==> src/rtl/tlul_sram_device_adapter.sv <==
// TL-UL device adapter onto a simple req/gnt/rvalid SRAM port, with in-order responses.
// Optional request checking is enabled by defining TLUL_SRAM_ADAPTER_ERRCHK_EN.

package tlul_pkg;
  localparam logic [2:0] PutFullData    = 3'h0;
  localparam logic [2:0] PutPartialData = 3'h1;
  localparam logic [2:0] Get            = 3'h4;
  localparam logic [2:0] AccessAck      = 3'h0;
  localparam logic [2:0] AccessAckData  = 3'h1;

  typedef struct packed {
    logic [6:0] rsp_intg;
    logic [6:0] data_intg;
  } tl_d_user_t;

  typedef struct packed {
    logic        a_valid;
    logic [2:0]  a_opcode;
    logic [2:0]  a_param;
    logic [1:0]  a_size;
    logic [7:0]  a_source;
    logic [31:0] a_address;
    logic [3:0]  a_mask;
    logic [31:0] a_data;
    logic        d_ready;
  } tl_h2d_t;

  typedef struct packed {
    logic        d_valid;
    logic [2:0]  d_opcode;
    logic [2:0]  d_param;
    logic [1:0]  d_size;
    logic [7:0]  d_source;
    logic        d_sink;
    logic [31:0] d_data;
    tl_d_user_t  d_user;
    logic        d_error;
    logic        a_ready;
  } tl_d2h_t;
endpackage

// Linear parity-based response/data integrity; all-zero fields give an all-zero code.
module tlul_rsp_intg_gen (
  input  logic [2:0]  opcode,
  input  logic [1:0]  size,
  input  logic [7:0]  source,
  input  logic        error,
  input  logic [31:0] data,
  output logic [6:0]  rsp_intg,
  output logic [6:0]  data_intg
);
  function automatic logic [31:0] sel_mask(input int bit_idx);
    logic [31:0] m;
    m = '0;
    for (int k = 0; k < 32; k++) begin
      m[k] = (bit_idx == 6) || ((((k + 1) >> bit_idx) & 1) != 0);
    end
    return m;
  endfunction

  logic [31:0] rsp_vec;
  assign rsp_vec = {18'b0, opcode, size, source, error};

  for (genvar gi = 0; gi < 7; gi++) begin : g_intg
    localparam logic [31:0] Sel = sel_mask(gi);
    assign data_intg[gi] = ^(data & Sel);
    assign rsp_intg[gi]  = ^(rsp_vec & Sel);
  end
endmodule

module tlul_sram_device_adapter #(
  parameter int Outstanding = 2,
  parameter int MemAddrW    = 16
) (
  input  logic                clk_i,
  input  logic                rst_i,
  input  tlul_pkg::tl_h2d_t   tl_i,
  output tlul_pkg::tl_d2h_t   tl_o,
  output logic                mem_req_o,
  input  logic                mem_gnt_i,
  output logic                mem_we_o,
  output logic [MemAddrW-1:0] mem_addr_o,
  output logic [31:0]         mem_wdata_o,
  output logic [3:0]          mem_be_o,
  input  logic                mem_rvalid_i,
  input  logic [31:0]         mem_rdata_i,
  input  logic                mem_err_i
);
  import tlul_pkg::*;

  localparam int IdxW = (Outstanding > 1) ? $clog2(Outstanding) : 1;
  localparam int CntW = $clog2(Outstanding + 1);
  localparam logic [CntW-1:0] Depth = CntW'(Outstanding);

  function automatic logic [IdxW-1:0] ptr_inc(input logic [IdxW-1:0] p);
    if (p == IdxW'(Outstanding - 1)) return '0;
    return p + IdxW'(1);
  endfunction

  // Request-info FIFO
  logic [7:0]      info_source_mem [Outstanding];
  logic [1:0]      info_size_mem   [Outstanding];
  logic            info_data_mem   [Outstanding];
  logic            info_lerr_mem   [Outstanding];
  logic [CntW-1:0] info_cnt_reg;
  logic [IdxW-1:0] info_wr_reg, info_rd_reg;

  // Response FIFO
  logic [31:0]     rsp_data_mem [Outstanding];
  logic            rsp_err_mem  [Outstanding];
  logic [CntW-1:0] rsp_cnt_reg;
  logic [IdxW-1:0] rsp_wr_reg, rsp_rd_reg;

  logic local_err;
  logic info_empty, info_full, rsp_empty, rsp_full;
  logic head_lerr, head_data, rsp_ok;
  logic d_valid, d_pop, rsp_pop, info_space, a_ready, a_accept;
  logic [2:0]  d_opcode;
  logic [1:0]  d_size;
  logic [7:0]  d_source;
  logic [31:0] d_data;
  logic        d_error;
  logic [6:0]  rsp_intg, data_intg;
  logic        unused_tl;

  assign unused_tl = ^tl_i;

`ifdef TLUL_SRAM_ADAPTER_ERRCHK_EN
  logic [3:0] lane_mask;
  logic       op_ok, size_ok, align_ok, mask_ok, full_ok;

  always_comb begin
    op_ok   = (tl_i.a_opcode == Get) || (tl_i.a_opcode == PutFullData) ||
              (tl_i.a_opcode == PutPartialData);
    size_ok = (tl_i.a_size <= 2'd2);
    case (tl_i.a_size)
      2'd0: begin
        lane_mask = 4'b0001 << tl_i.a_address[1:0];
        align_ok  = 1'b1;
      end
      2'd1: begin
        lane_mask = tl_i.a_address[1] ? 4'b1100 : 4'b0011;
        align_ok  = ~tl_i.a_address[0];
      end
      default: begin
        lane_mask = 4'b1111;
        align_ok  = (tl_i.a_address[1:0] == 2'b00);
      end
    endcase
    mask_ok   = ((tl_i.a_mask & ~lane_mask) == 4'b0000);
    full_ok   = (tl_i.a_opcode != PutFullData) || (tl_i.a_mask == lane_mask);
    local_err = ~(op_ok & size_ok & align_ok & mask_ok & full_ok);
  end
`else
  assign local_err = 1'b0;
`endif

  assign info_empty = (info_cnt_reg == '0);
  assign info_full  = (info_cnt_reg == Depth);
  assign rsp_empty  = (rsp_cnt_reg == '0);
  assign rsp_full   = (rsp_cnt_reg == Depth);
  assign head_lerr  = info_lerr_mem[info_rd_reg];
  assign head_data  = info_data_mem[info_rd_reg];

  // d_valid is built only from FIFO state, never from mem_rvalid_i directly.
  assign d_valid    = ~info_empty & (head_lerr | ~rsp_empty);
  assign d_pop      = d_valid & tl_i.d_ready;
  assign rsp_pop    = d_pop & ~head_lerr;
  // A pop this cycle frees a slot, so a full FIFO can still accept.
  assign info_space = ~rst_i & (~info_full | d_pop);
  assign mem_req_o  = tl_i.a_valid & ~local_err & info_space;
  assign a_ready    = info_space & (mem_gnt_i | local_err);
  assign a_accept   = tl_i.a_valid & a_ready;

  assign mem_we_o    = mem_req_o & (tl_i.a_opcode != Get);
  assign mem_addr_o  = mem_req_o ? tl_i.a_address[MemAddrW+1:2] : '0;
  assign mem_wdata_o = mem_req_o ? tl_i.a_data : '0;
  assign mem_be_o    = mem_req_o ? tl_i.a_mask : '0;

  always_ff @(posedge clk_i) begin
    if (a_accept) begin
      info_source_mem[info_wr_reg] <= tl_i.a_source;
      info_size_mem[info_wr_reg]   <= tl_i.a_size;
      info_data_mem[info_wr_reg]   <= (tl_i.a_opcode == Get);
      info_lerr_mem[info_wr_reg]   <= local_err;
    end
    if (mem_rvalid_i) begin
      rsp_data_mem[rsp_wr_reg] <= mem_rdata_i;
      rsp_err_mem[rsp_wr_reg]  <= mem_err_i;
    end
  end

  always_ff @(posedge clk_i or posedge rst_i) begin
    if (rst_i) begin
      info_cnt_reg <= '0;
      info_wr_reg  <= '0;
      info_rd_reg  <= '0;
      rsp_cnt_reg  <= '0;
      rsp_wr_reg   <= '0;
      rsp_rd_reg   <= '0;
    end else begin
      if (a_accept) info_wr_reg <= ptr_inc(info_wr_reg);
      if (d_pop)    info_rd_reg <= ptr_inc(info_rd_reg);
      case ({a_accept, d_pop})
        2'b10:   info_cnt_reg <= info_cnt_reg + CntW'(1);
        2'b01:   info_cnt_reg <= info_cnt_reg - CntW'(1);
        default: info_cnt_reg <= info_cnt_reg;
      endcase

      if (mem_rvalid_i) rsp_wr_reg <= ptr_inc(rsp_wr_reg);
      if (rsp_pop)      rsp_rd_reg <= ptr_inc(rsp_rd_reg);
      case ({mem_rvalid_i, rsp_pop})
        2'b10:   rsp_cnt_reg <= rsp_cnt_reg + CntW'(1);
        2'b01:   rsp_cnt_reg <= rsp_cnt_reg - CntW'(1);
        default: rsp_cnt_reg <= rsp_cnt_reg;
      endcase
    end
  end

  // D fields are gated to zero while there is nothing to report.
  always_comb begin
    rsp_ok   = ~info_empty & ~head_lerr & ~rsp_empty;
    d_opcode = info_empty ? 3'h0 : (head_data ? AccessAckData : AccessAck);
    d_size   = info_empty ? 2'h0 : info_size_mem[info_rd_reg];
    d_source = info_empty ? 8'h0 : info_source_mem[info_rd_reg];
    d_data   = (rsp_ok & head_data) ? rsp_data_mem[rsp_rd_reg] : 32'h0;
    d_error  = ~info_empty & (head_lerr | (rsp_ok & rsp_err_mem[rsp_rd_reg]));
  end

  tlul_rsp_intg_gen u_intg (
    .opcode   (d_opcode),
    .size     (d_size),
    .source   (d_source),
    .error    (d_error),
    .data     (d_data),
    .rsp_intg (rsp_intg),
    .data_intg(data_intg)
  );

  always_comb begin
    tl_o                  = '0;
    tl_o.a_ready          = a_ready;
    tl_o.d_valid          = d_valid;
    tl_o.d_opcode         = d_opcode;
    tl_o.d_size           = d_size;
    tl_o.d_source         = d_source;
    tl_o.d_data           = d_data;
    tl_o.d_error          = d_error;
    tl_o.d_user.rsp_intg  = rsp_intg;
    tl_o.d_user.data_intg = data_intg;
  end

  rsp_overflow_a: assert property (@(posedge clk_i) disable iff (rst_i)
    !(mem_rvalid_i && rsp_full && !rsp_pop))
    else $error("mem_rvalid_i arrived with response FIFO full");
endmodule

==> config.mk <==
export PLATFORM = sky130hd
export DESIGN_NAME = tlul_sram_device_adapter
export DESIGN_NICKNAME = d
export VERILOG_FILES = /design/src/rtl/tlul_sram_device_adapter.sv
export SDC_FILE = /design/constraint.sdc
export NUM_CORES = 1
export LEC_CHECK = 0
export ABC_AREA = 1
export ABC_CLOCK_PERIOD_IN_PS = 5450
export CAP_MARGIN = 20
export CORE_MARGIN = 1.5
export CORE_UTILIZATION = 48
export DETAILED_ROUTE_END_ITERATION = 10
export PLACE_DENSITY = 0.88
export SLEW_MARGIN = 20
export SYNTH_ARGS = -nofsm -noshare
export SYNTH_HDL_FRONTEND = slang
export SYNTH_HIERARCHICAL = 1
export SYNTH_SLANG_ARGS = --single-unit
==> constraint.sdc <==
create_clock -name clk_i -period 5.45 [get_ports clk_i]
set_input_delay 0.545 -clock clk_i [delete_from_list [all_inputs] [get_ports clk_i]]
set_output_delay 0.545 -clock clk_i [all_outputs]
set_load 0.05 [all_outputs]
Yosys cells after proc, flatten, opt, wreduce, memory -nomap -nowiden
Memories as Yosys holds them, arrays and structs flattened.
Index checks and enable logic that the tools add are counted.
{"block": "word_totals", "register_bits": 8, "mem_bits_rw": 88, "in_bits": 123, "out_inout_bits": 120, "elab_cells": 93, "memories": 5}
{"memory": "rsp_data_mem", "words": 2, "width": 32, "read_ports": 1, "rd_clocked_by_memory_dff": 0, "wr": 1, "line": "109", "source": "logic [31:0] rsp_data_mem [Outstanding];"}
{"memory": "info_source_mem", "words": 2, "width": 8, "read_ports": 1, "rd_clocked_by_memory_dff": 0, "wr": 1, "line": "101", "source": "logic [7:0] info_source_mem [Outstanding];"}
{"memory": "info_size_mem", "words": 2, "width": 2, "read_ports": 1, "rd_clocked_by_memory_dff": 0, "wr": 1, "line": "102", "source": "logic [1:0] info_size_mem [Outstanding];"}
{"memory": "info_data_mem", "words": 2, "width": 1, "read_ports": 1, "rd_clocked_by_memory_dff": 0, "wr": 1, "line": "103", "source": "logic info_data_mem [Outstanding];"}
{"memory": "rsp_err_mem", "words": 2, "width": 1, "read_ports": 1, "rd_clocked_by_memory_dff": 0, "wr": 1, "line": "110", "source": "logic rsp_err_mem [Outstanding];"}
{"block": "classes", "add_sub_neg": 8, "n_eq_ne": 7, "mux": 30, "bitwise_logic": 21, "n_reduce_logical": 16}
{"cell": "$reduce_xor A32 Y1", "n": 12}
{"cell": "$mux W32", "n": 2}
{"cell": "$mux W1", "n": 22}
{"cell": "$mux W16", "n": 1}
{"cell": "$and A1 B1 Y1", "n": 13}
{"cell": "$mux W8", "n": 1}
{"cell": "$pmux W2 S2", "n": 2}
{"cell": "$eq A2 B2 Y1 const B", "n": 3}
{"cell": "$add A1 B1 Y1 const B", "n": 4}
{"cell": "$add A2 B1 Y2 const B", "n": 2}
{"cell": "$eq A2 B1 Y1 const B", "n": 2}
{"cell": "$logic_not A2 Y1", "n": 2}
{"cell": "$mux W4", "n": 1}
{"cell": "$not A1 Y1", "n": 4}
{"cell": "$reduce_bool A2 Y1", "n": 2}
{"cell": "$sub A2 B1 Y2 const B", "n": 2}
{"cell": "$eq A3 B3 Y1 const B", "n": 1}
{"cell": "$ne A3 B3 Y1 const B", "n": 1}
{"cell": "$mux W2", "n": 1}
{"cell": "$or A1 B1 Y1 const A", "n": 2}
{"cell": "$not A1 Y1 const A", "n": 1}
{"cell": "$or A1 B1 Y1", "n": 1}

Logic depth before layout (Yosys ltp)
{"block": "depth", "depth_word": 11, "depth_mapped": 19, "ltp_nobuf": 18}

By module
The synthesis kept the hierarchy.
{"mod": "tlul_sram_device_adapter", "instances": 1, "cells_each": 407, "area_each_um2": 4305.4, "seq_area_each_um2": 2842.7}
{"mod": "tlul_rsp_intg_gen", "instances": 1, "cells_each": 341, "area_each_um2": 1689.1, "seq_area_each_um2": 0.0}

Least setup slack after synthesis
Ideal clock, no wire load.
{"block": "synth_path", "kind": "register to output", "from": "register info_cnt_reg[0]", "to": "output port tl_o[4] (netlist name)", "arrival_time_ps": 3681, "t_required_ps": 4905, "path_slack_ps": 1224, "path_stages_with_launch": 20, "path_buffers": 1, "path_cell_list": "dfrtp_1 > inv_2 > nand2_2 > inv_1 > a21oi_2 > nand2_2 > buf_6 > a21oi_1 > inv_1 > nand2_1 > nand2_2 > nand2_2 > nand2_2 > inv_2 > nand2_2 > nand2_1 > nand2_1 > nand2_1 > nand2_1 > nand2_1"}
{"element": "start: declaration", "line": "105", "source": "logic [CntW-1:0] info_cnt_reg;"}
{"element": "start signal: assignment", "line": "205", "source": "2'b10: info_cnt_reg <= info_cnt_reg + CntW'(1);"}
{"element": "start signal: assignment", "line": "206", "source": "2'b01: info_cnt_reg <= info_cnt_reg - CntW'(1);"}
{"element": "start signal: assignment", "line": "207", "source": "default: info_cnt_reg <= info_cnt_reg;"}
{"element": "end: declaration", "line": "78", "source": "output tlul_pkg::tl_d2h_t tl_o,"}

==> results.txt <==
Outcome = completed
Final hold viol count = 0
Hold depth = 2
# IOs = 243
Simple-gate share of the synthesized area = 0.263
First-pass GRT wire length = 24800 µm
Setup TNS = 0 ps
Worst path required time = 4910 ps
Reg2reg end = info_source_mem[1][2]
Min-delay src = info_wr_reg
Routed WL per cell = 14.3 µm
Overall die height = 115 µm
Share of layout cells above drive strength 1 = 0.0574
Die W = 115 µm
Congestion Overflow GR = 0
GRT Util Overall = 0.245
H-Tree Depth = 3
Cell area after synthesis = 0.00599 mm²
Clock Tree Root = clkbuf_16
Setup Fix Bufs, Post-CTS = 0
Hold crit path type = reg -> reg
Xor/xnor cell area share of the yosys netlist = 0.106
Final worst-path cycle share = 0.937
Vias/cell = 4.76
RePlAce Congestion = 0.845
Yosys warning count = 6
RSZ-0062 raised after global routing = false
Final WL = 16200 µm
Yosys reg bits = 96
Slew @ Worst Pin = 1020 ps
Core Box Area = 0.0121 mm²
Setup crit start kind = register
DP Area = 0.00819 mm²
Biggest regs = rsp_data_mem (64), info_source_mem (16), info_size_mem (4)
Adder-cell share of the synthesized area = 0.00417
Starting density of the core = 0.495
Initial antenna violation count = 2
Worst-skew pair later-pin latency = 340 ps
Site row count = 40
DPL Wire Length = 12300 µm
Gates resized, CTS repair = 0
Nets = 1079
Worst R2R Start = info_cnt_reg[0]
Worst path arrival time = 4560 ps
Clock Skew = 6.31 ps
Hold Buf Count CTS = 0
Achievable frequency = 196 MHz
CTS max path bufs = 2
Die area = 0.0132 mm²
Final Cell Area = 0.00849 mm²
Endpoint type of the worst setup path = output pin
Slew Limit Fails = 0
Synth area leader = edfxtp_1
Largest family of logic cells by synthesized area = simple AND/OR/NAND/NOR gates
Clock Sinks = 96
R2r setup slk = 3400 ps
Vias = 5378
Synth Area in Compound Gates = 0.0434
Tmin final = 5110 ps
Cts bufs inserted = 9
Worst Reg-to-Reg Cells = 6
CP Class = reg -> out
Drc violations = 0
Largest net degree at the start of global routing = 55
Post-synth top area share = 0.441
IO Port Bufs = 215
Detailed Route Iter0 Violations = 360
Layout area overhead = 41.6%
Top reg by flops = rsp_data_mem
Vias in the first global route = 5144
Setup Viol. Count Final = 0
Crit Path Max Fanout = 32
Maxcap violations = 0
Syn Area/Cell = 8.01 µm²
Max FFs per register = 64
Multiplexer share of the synthesized area = 0
CTS tree = built
Synth cell types = 31
Pre-Repair DR Iteration Count = 5
Post-Syn Instances = 748
Clock-pin slew on the worst setup and hold paths = 70 ps
Min-Delay Endpoint = info_wr_reg
Ranking of synthesized cells by area = edfxtp_1, nand2_1, inv_1, xnor2_1, xor2_1
Relative slew margins = 0.318
Post-route ant nets = 0
Seq/Total Area, Yosys = 0.474
==> cell type report <==
class                   instances  area (µm²)
diodes                          2        5.00
clock buffers                  10         229
clock inverters                 6        57.6
fillers                       930        3620
inverters                     110         413
multi-input cells             519        2560
flip-flops and latches         96        2840
well taps                     168         210
repair buffers                218        2170
==> metrics by stage <==
step	utilization	instances	hold WS, ps	worst slack, ps
finish	0.701	1129	486	342
global route	0.701	1129	520	5.92
CTS	0.700	1127	490	359
detailed placement	0.676	1111	473	736
global placement	0.676	1111	462	752
floorplan	-	758	374	1220
==> worst max path at each step <==
| stage | startpoint | endpoint | slack, ps | cells after the start |
|---|---|---|---|---|
| final | info_rd_reg | tl_o[8] | 340 | 18 |
| after global routing | info_rd_reg | tl_o[8] | 6 | 18 |
| after CTS | info_rd_reg | tl_o[8] | 360 | 18 |
| after detailed placement | info_rd_reg | tl_o[8] | 740 | 16 |
| after global placement | info_rd_reg | tl_o[2] | 750 | 13 |
| after floorplan | info_cnt_reg[0] | tl_o[4] | 1220 | 19 |
==> routing by layer <==
layer	vias up	routed length (µm)	GRT usage
met3	27	1130	0.0485
met2	230	8440	0.450
met4	0	350	0.0840
li1	2682	-	-
met5	-	0	0
met1	2439	6270	0.288
==> worst max-delay path, stage by stage, from the launching register on <==
cell,delay [ps]
dfrtp_1,530
inv_1,370
nand2_1,110
a21oi_2,320
nand2_2,470
a21oi_1,600
inv_1,180
nand2_1,110
nand2_1,100
inv_1,90
nand2_1,70
nand2_1,80
nand2_1,50
nand2_1,70
nand2_1,60
nand2_1,70
nand2_1,50
nand2_1,70
clkdlybuf4s50_1,800
==> cell families after synthesis <==
| family | after synthesis |
|---|---|
| xor gates and xnor gates | 72 |
| DFF | 96 |
| other | 2 |
| and+or+nand+nor | 384 |
| adders and majority gates | 2 |
| AOI/OAI and AO/OA | 49 |
| buffers and inverters | 143 |
==> cell usage in the layout, fill, tap and decap left out, drive strengths merged, types with 2 or more instances in the layout <==
| master | instances |
|---|---|
| a21oi | 47 |
| buf | 3 |
| clkbuf | 10 |
| clkdlybuf4s50 | 215 |
| clkinv | 3 |
| conb | 12 |
| dfrtp | 8 |
| diode | 2 |
| edfxtp | 88 |
| ha | 2 |
| inv | 113 |
| nand2 | 293 |
| nand3 | 21 |
| nand4 | 3 |
| nor2 | 62 |
| o21ai | 2 |
| xnor2 | 41 |
| xor2 | 31 |
==> cell usage after synthesis <==
cell type and instances:
edfxtp_1 88, or2b_1 1, nor3b_1 1, a21oi_4 1
xor2_1 31, o21ai_0 2, and3_1 1, clkinv_1 1
nand2_2 12, nand4_1 3, buf_4 12, nand2b_1 1
nor2_1 48, nand2_1 280, a21oi_2 1, xnor2_2 1
clkbuf_1 10, or2_1 1, nand3_1 20, buf_6 8
dfrtp_1 8, ha_1 2, nor2_2 14, nand2_4 1
inv_2 3, inv_1 106, buf_2 3, xnor2_1 40
nand3_4 1, conb_1 2, a21oi_1 45
Power is left out: the tool's default activity adds up to more than one toggle a clock period on the data nets, which glitch-free logic cannot reach.
